===== src/rtl/pipeline_pkg.sv =====
// Shared types for the pipeline hazard controller: FSM state encoding and
// the ResultSrc value that marks a load in the execute stage.
package pipeline_pkg;

  typedef enum logic [1:0] {
    StRun        = 2'd0,
    StMissWait   = 2'd1,
    StMissResume = 2'd2
  } hazard_state_t;

  localparam logic [1:0] RESULT_SRC_LOAD = 2'b01;

endpackage


===== src/rtl/hazard_detect.sv =====
// Combinational load-use compare between the execute-stage destination and
// the decode-stage source registers.
module hazard_detect
  import pipeline_pkg::*;
#(
  parameter int unsigned REG_ADDR_WIDTH = 5,
  parameter int unsigned SRC_WIDTH      = 2
) (
  input  logic [REG_ADDR_WIDTH-1:0] rs1_d,
  input  logic [REG_ADDR_WIDTH-1:0] rs2_d,
  input  logic [REG_ADDR_WIDTH-1:0] rd_e,
  input  logic [SRC_WIDTH-1:0]      result_src_e,
  input  logic                      valid_e,
  output logic                      load_use
);

  logic is_load;
  logic rd_nonzero;
  logic src_match;

  always_comb begin
    is_load    = valid_e && (result_src_e == SRC_WIDTH'(RESULT_SRC_LOAD));
    rd_nonzero = (rd_e != '0);
    src_match  = (rd_e == rs1_d) || (rd_e == rs2_d);
    load_use   = is_load && rd_nonzero && src_match;
  end

endmodule


===== src/rtl/pipeline_hazard_ctrl.sv =====
// Stall/flush controller: data-cache miss FSM plus branch and load-use handling.
// Define HAZARD_PERF_CNT_EN to build the saturating fetch-stall cycle counter.
module pipeline_hazard_ctrl
  import pipeline_pkg::*;
#(
  parameter int unsigned REG_ADDR_WIDTH = 5,
  parameter int unsigned SRC_WIDTH      = 2,
  parameter int unsigned CNT_WIDTH      = 32
) (
  input  logic                      clk,
  input  logic                      rst_n,
  input  logic [REG_ADDR_WIDTH-1:0] rs1_d,
  input  logic [REG_ADDR_WIDTH-1:0] rs2_d,
  input  logic [REG_ADDR_WIDTH-1:0] rd_e,
  input  logic [SRC_WIDTH-1:0]      result_src_e,
  input  logic                      valid_e,
  input  logic                      pc_src_e,
  input  logic                      dcache_miss_m,
  input  logic                      dcache_ready,
  output logic                      en_f,
  output logic                      en_d,
  output logic                      en_e,
  output logic                      en_m,
  output logic                      flush_d_n,
  output logic                      flush_e_n,
  output logic                      bubble_e,
  output logic [CNT_WIDTH-1:0]      stall_cycles
);

  hazard_state_t state_q, state_d;
  logic          load_use;
  logic          apply_hazards;

  hazard_detect #(
    .REG_ADDR_WIDTH (REG_ADDR_WIDTH),
    .SRC_WIDTH      (SRC_WIDTH)
  ) u_hazard_detect (
    .rs1_d        (rs1_d),
    .rs2_d        (rs2_d),
    .rd_e         (rd_e),
    .result_src_e (result_src_e),
    .valid_e      (valid_e),
    .load_use     (load_use)
  );

  always_comb begin
    state_d       = state_q;
    en_f          = 1'b1;
    en_d          = 1'b1;
    en_e          = 1'b1;
    en_m          = 1'b1;
    flush_d_n     = 1'b1;
    flush_e_n     = 1'b1;
    bubble_e      = 1'b0;
    apply_hazards = 1'b0;

    if (!rst_n) begin
      // Clear decode/execute while reset is held.
      flush_d_n = 1'b0;
      flush_e_n = 1'b0;
      state_d   = StRun;
    end else begin
      unique case (state_q)
        StRun: begin
          if (dcache_miss_m) begin
            {en_f, en_d, en_e, en_m} = 4'b0000;
            state_d                  = StMissWait;
          end else begin
            apply_hazards = 1'b1;
          end
        end
        StMissWait: begin
          {en_f, en_d, en_e, en_m} = 4'b0000;
          if (dcache_ready) begin
            state_d = StMissResume;
          end
        end
        StMissResume: begin
          apply_hazards = 1'b1;
          state_d       = StRun;
        end
        default: state_d = StRun;
      endcase

      // A taken branch discards the dependent instruction, so it wins over load-use.
      if (apply_hazards) begin
        if (pc_src_e) begin
          flush_d_n = 1'b0;
          flush_e_n = 1'b0;
        end else if (load_use) begin
          en_f     = 1'b0;
          en_d     = 1'b0;
          bubble_e = 1'b1;
        end
      end
    end
  end

  always_ff @(posedge clk) begin
    if (!rst_n) begin
      state_q <= StRun;
    end else begin
      state_q <= state_d;
    end
  end

`ifdef HAZARD_PERF_CNT_EN
  logic [CNT_WIDTH-1:0] stall_cnt_q, stall_cnt_d;

  always_comb begin
    stall_cnt_d = stall_cnt_q;
    if (!en_f && (stall_cnt_q != '1)) begin
      stall_cnt_d = stall_cnt_q + CNT_WIDTH'(1);
    end
  end

  always_ff @(posedge clk) begin
    if (!rst_n) begin
      stall_cnt_q <= '0;
    end else begin
      stall_cnt_q <= stall_cnt_d;
    end
  end

  assign stall_cycles = stall_cnt_q;
`else
  assign stall_cycles = '0;
`endif

endmodule


===== config.mk =====
export PLATFORM = sky130hd
export DESIGN_NAME = pipeline_hazard_ctrl
export DESIGN_NICKNAME = d
export VERILOG_FILES = /design/src/rtl/pipeline_pkg.sv /design/src/rtl/hazard_detect.sv /design/src/rtl/pipeline_hazard_ctrl.sv
export SDC_FILE = /design/constraint.sdc
export NUM_CORES = 1
export LEC_CHECK = 0
export CORE_AREA = 2 2 48 50
export CTS_CLUSTER_DIAMETER = 40
export DETAILED_ROUTE_END_ITERATION = 16
export DIE_AREA = 0 0 50 52
export GPL_TIMING_DRIVEN = 0
export PLACE_DENSITY_LB_ADDON = 0.08
export SLEW_MARGIN = 20
export SYNTH_ARGS = -nofsm -noshare
export SYNTH_HDL_FRONTEND = slang
export SYNTH_HIERARCHICAL = 1
export SYNTH_SLANG_ARGS = --single-unit

===== constraint.sdc =====
create_clock -name clk -period 2.2 [get_ports clk]
set_input_delay 0.33 -clock clk [delete_from_list [all_inputs] [get_ports clk]]
set_output_delay 0.33 -clock clk [all_outputs]
set_load 0.005 [all_outputs]

* Yosys cells after proc, flatten, opt, wreduce, memory -nomap -nowiden
Cells that the tools add are included.
** Operators by class
- Multiplexer cells :: 19
- Reductions and logical operators :: 7
- Equality and inequality tests :: 7
** Operators by type and width (count)
- two-way mux 1 bit :: 14
- equality test 5 bit :: 2
- nonzero test 5 bit :: 1
- equality test 2 x 1 -> 1 bit, second input constant :: 2
- two-way mux 2 bit :: 2
- != test 2 bit, second input constant :: 2
- one-hot mux 1 bit (2 select lines) :: 2
- one-hot mux 2 bit (2 select lines) :: 1
- logical AND 1 bit :: 3
- equality test 2 bit, second input constant :: 1
- zero test 2 bit :: 1
- AND reduction 2 bit :: 1
- logical OR 1 bit :: 1
** Word-level totals
- Register bits after elaboration :: 2
- Logic and storage cells :: 34
- Output and inout bits :: 39
- Bits of input ports :: 23

* Longest topological paths before layout
- Word-level depth :: 8
- Gate-level depth with buffers :: 7
- Mapped depth without buffers :: 6

* By module
Netlist, hierarchy kept.
** Modules (own cells, without submodules)
- pipeline_hazard_ctrl :: area each 405.4 um^2, times used 1, cells an instance 52
- hazard_detect :: area each 132.6 um^2, times used 1, cells an instance 19

* Worst setup path after synthesis
Ideal clock, no wire load.
- Kind :: input -> output
- Start point :: in rd_e[1]
- End point :: out en_f
- Arrival :: 1.463 ns
- Buffers on the path :: 1
- Stages on the path :: 6
- Path slack :: 0.407 ns
- Cell sequence :: or4_1 > o21ai_1 > a21oi_1 > and4bb_1 > a21oi_2 > buf_4
** On the way
- Cells in the longest elaborated chain, start to end :: 7
- Elaborated cells on any way between the ends :: 10
- Those cells by class :: eq/ne: 2; mux: 4; reduce/logical: 4
** RTL lines
- from (decl) :: line pipeline_hazard_ctrl.sv:14 : input logic [REG_ADDR_WIDTH-1:0] rd_e,
- equality test 5 bit / nonzero test 5 bit (equally long branches) :: line hazard_detect.sv:24, hazard_detect.sv:23
- logical OR 1 bit / logical AND 1 bit (equally long branches) :: line hazard_detect.sv:24, hazard_detect.sv:25
- logical AND 1 bit * :: line hazard_detect.sv:25 : load_use = is_load && rd_nonzero && src_match;
- named net load_use :: line pipeline_hazard_ctrl.sv:31 : logic load_use;
- two-way mux 1 bit * (4 in series)
- to (decl) :: line pipeline_hazard_ctrl.sv:20 : output logic en_f,
The timed path passes the listed nets; every way through them passes the cells marked *.

* Worst setup path after layout
- Start point :: in rd_e[4]
- End point :: out en_d
** On the way
- Cells in the longest elaborated chain, start to end :: 7
- Elaborated cells on any way between the ends :: 10
- Those cells by class :: eq/ne: 2; mux: 4; reduce/logical: 4
** RTL lines
- equality test 5 bit / nonzero test 5 bit (equally long branches) :: line hazard_detect.sv:24, hazard_detect.sv:23
- logical OR 1 bit / logical AND 1 bit (equally long branches) :: line hazard_detect.sv:24, hazard_detect.sv:25
- logical AND 1 bit * :: line hazard_detect.sv:25
- named net load_use :: line pipeline_hazard_ctrl.sv:31
- two-way mux 1 bit * :: line pipeline_hazard_ctrl.sv:90 : end else if (load_use) begin
- two-way mux 1 bit * :: line pipeline_hazard_ctrl.sv:87 : if (pc_src_e) begin
- two-way mux 1 bit * :: line pipeline_hazard_ctrl.sv:86 : if (apply_hazards) begin
- two-way mux 1 bit * :: line pipeline_hazard_ctrl.sv:57 : if (!rst_n) begin
- to (decl) :: line pipeline_hazard_ctrl.sv:21 : output logic en_d,
Marked as above.

==> reports/results.ini <==
[floorplan]
die_y_um = 52
die_w_um = 50
die_area_sq_um = 2600
core_area_sq_um = 2106
rows = 17
start_util_pct = 25.55
io_pins = 62

[layout]
final_cells = 162
nets = 159
regMostFlops = state_q
layout_commonest_cell = buf_4
layout-drive-gt1-share_pct = 35.82
largest_reg_flops = 2
largestRegisters = state_q (2)
antennaDiodeCount = 0
layout_common_cells = buf_4 (35), conb_1 (32), clkdlybuf4s50_1 (15)
synthToLayoutAreaGrowth_pct = 91.40

[sta]
setup_viol = 0
fin_crit_sh_pct = 96.78
clock_skew_ns = 0.0009526
fmax_mhz = 469.7
setup_slack_ns = 0.07090
timing_hold_violations_final = 0
finalMaxSlewViolations = 0
rsz0062_at_grt = no
fin_hold_ws_ns = 0.5544
period_needed_ns = 2.129

[logic_synthesis]
ys_seq_area_share_pct = 7.442
ys_warn_count = 6
ys_seq_elements = 2
synthCells = 71
syn_avg_cell_area_sq_um = 7.578
syn_area_sq_um = 538.0
ys_types = 23

[drt]
drcViolationCount = 0
dr.pass1.iters = 1
drt_iter0_drc = 0
drtAntennaViolNets = 0
vias = 520
met3WireLength_um = 104
top_layer = met3
wl_per_cell_um = 7.481
routed_wirelength_um = 1212
vias_per_cell = 3.210
drt-met1-wl_um = 422
wl_met2_um = 684

[placed_design]
dp_slack_ns = -0.6283
placedCellCount = 159
hpwlAfterDp_um = 1047
gp_congestion = 0.6187
portBuffers = 29

[grt]
grt_usage_pct = 9.135
grt_antenna_before_repair = 0
grt_pass1_wl_um = 1780
grt_max_degree = 8
grt_pass1_vias = 466
grt-ovfl-total = 0

[clock_network]
cts_tree = done
cts_hold_buf = 0
numCtsBuffers = 3
cts_sinks = 2
h-tree-depth = 1
clockBufferDepth = 2
cts_root_buffer = clkbuf_4
postCtsSetupBuffers = 0
path_clk_slew_ns = 0.03
clock_latency_ns = 0.22

[worst_setup_path]
cp.required_ns = 1.87
cp_common_cell = a21oi_2
path_cells = clkdlybuf4s15_2 > or4_4 > o21ai_2 > a21oi_2 > and4bb_1 > a21oi_2 > clkdlybuf4s15_1
path_class = input pin to primary output
crit_fanout = 3
critPathMaxStageDelay_ns = 0.53
start_kind = input pin
worstSetupEndpointType = primary output
crit_path_top_delay_cell = or4_4
cp.arrival_ns = 1.80

[power_and_ir_drop]
p_seq_share_pct = 15.0
switching_share_pct = 27.29
clkPwrFrac_pct = 29.3
vdd_drop_max_uv = 178.6
p_switching_w = 0.00007528
power_density_nw_per_um2 = 267.9
p_leak_nw = 0.5930
p_comb_share_pct = 55.7
internal_power_w = 0.0002006

[status]
status = finished, final reports clean

[min_path]
hp-class = register to register

[job]
drv_cap = 0

==> layout make-up <==
class	count	area (sq um)
buffer	35	262.8
clock buffer	3	22.52
fill	214	1076
inverter	1	3.754
multi-input combinational	64	366.6
sequential	2	40.04
tap	28	35.03
timing repair buffer	29	299.0
==> synthesized netlist by cell type <==
cell | count | area [sq um]
a21oi_1 | 1 | 5.000
dfxtp_1 | 2 | 40.04
xor2_1 | 6 | 52.55
o21ai_1 | 1 | 5.000
a21oi_2 | 1 | 8.760
buf_4 | 35 | 262.8
conb_1 | 1 | 3.750
nor2_1 | 1 | 3.750
inv_1 | 1 | 3.750
nor3_1 | 3 | 15.01
or2_1 | 1 | 6.260
and3_1 | 1 | 6.260
nor2b_1 | 1 | 6.260
and2b_4 | 1 | 10.01
nand3_1 | 2 | 10.01
nand2b_1 | 2 | 12.51
and4bb_1 | 1 | 12.51
a21boi_1 | 1 | 7.510
nand2_1 | 2 | 7.510
xnor2_1 | 4 | 35.03
nand3b_1 | 1 | 7.510
or4_1 | 1 | 7.510
o31a_1 | 1 | 8.760
==> routing by layer <==
metal	GRT usage, %	vias up
met3	2.299	0
met2	16.45	29
li1	-	289
met5	0	-
met1	8.966	202
met4	6.944	0
==> final timing paths <==
| path | from | end | slack (ns) | depth (start not counted) |
|---|---|---|---|---|
| max | rd_e[4] | en_d | 0.07 | 7 |
| min | state_q[0] | state_q[0] | 0.55 | 2 |
| max reg2reg | state_q[1] | state_q[1] | 1.37 | 2 |
| min reg2reg | state_q[0] | state_q[0] | 0.55 | 2 |
==> critical path: cells and delay by family <==
kind | cells | cell delay, ns
AND/OR/NAND/NOR | 2 | 0.72
buffers and inverters | 2 | 0.42
AO/OA/AOI/OAI | 3 | 0.32
==> power groups by stage <==
stage	combinational [W]	sequential (W)	clock, W
CTS	0.000153	0.0000412	0.0000866
global placement	0.000154	0.0000414	0
floorplan	0.0000900	0.0000407	0
global route	0.000168	0.0000418	0.0000901
finish	0.000154	0.0000414	0.0000809
detailed placement	0.000155	0.0000414	0
==> through the flow <==
step / total power [W] / utilization, % / setup TNS (ns) / instance area, sq um
after global routing: 0.0002995 / 48.90 / 0 / 1030
after floorplan: 0.0001307 / - / 0 / 654.4
after CTS: 0.0002812 / 48.19 / -0.1403 / 1015
after detailed placement: 0.0001968 / 46.52 / -1.547 / 979.7
after global placement: 0.0001959 / 46.52 / -1.550 / 979.7
final: 0.0002758 / 48.90 / 0 / 1030
==> cell families after synthesis <==
family | count (synthesis) | share of synthesized area [%]
buffers and inverters | 36 | 49.53
AND/OR/NAND/NOR | 17 | 19.54
XOR/XNOR | 10 | 16.28
AO/OA/AOI/OAI | 5 | 6.511
flip-flops | 2 | 7.442
other | 1 | 0.6970
==> repair_timing <==
item	4_1_cts	5_1_grt
resized for setup	17	10
pin swaps	3	6
hold endpoints to repair	0	0
endpoints found under the setup margin	3	4
gates cloned	0	0
Note: power is estimated with default switching activity, not from simulation.
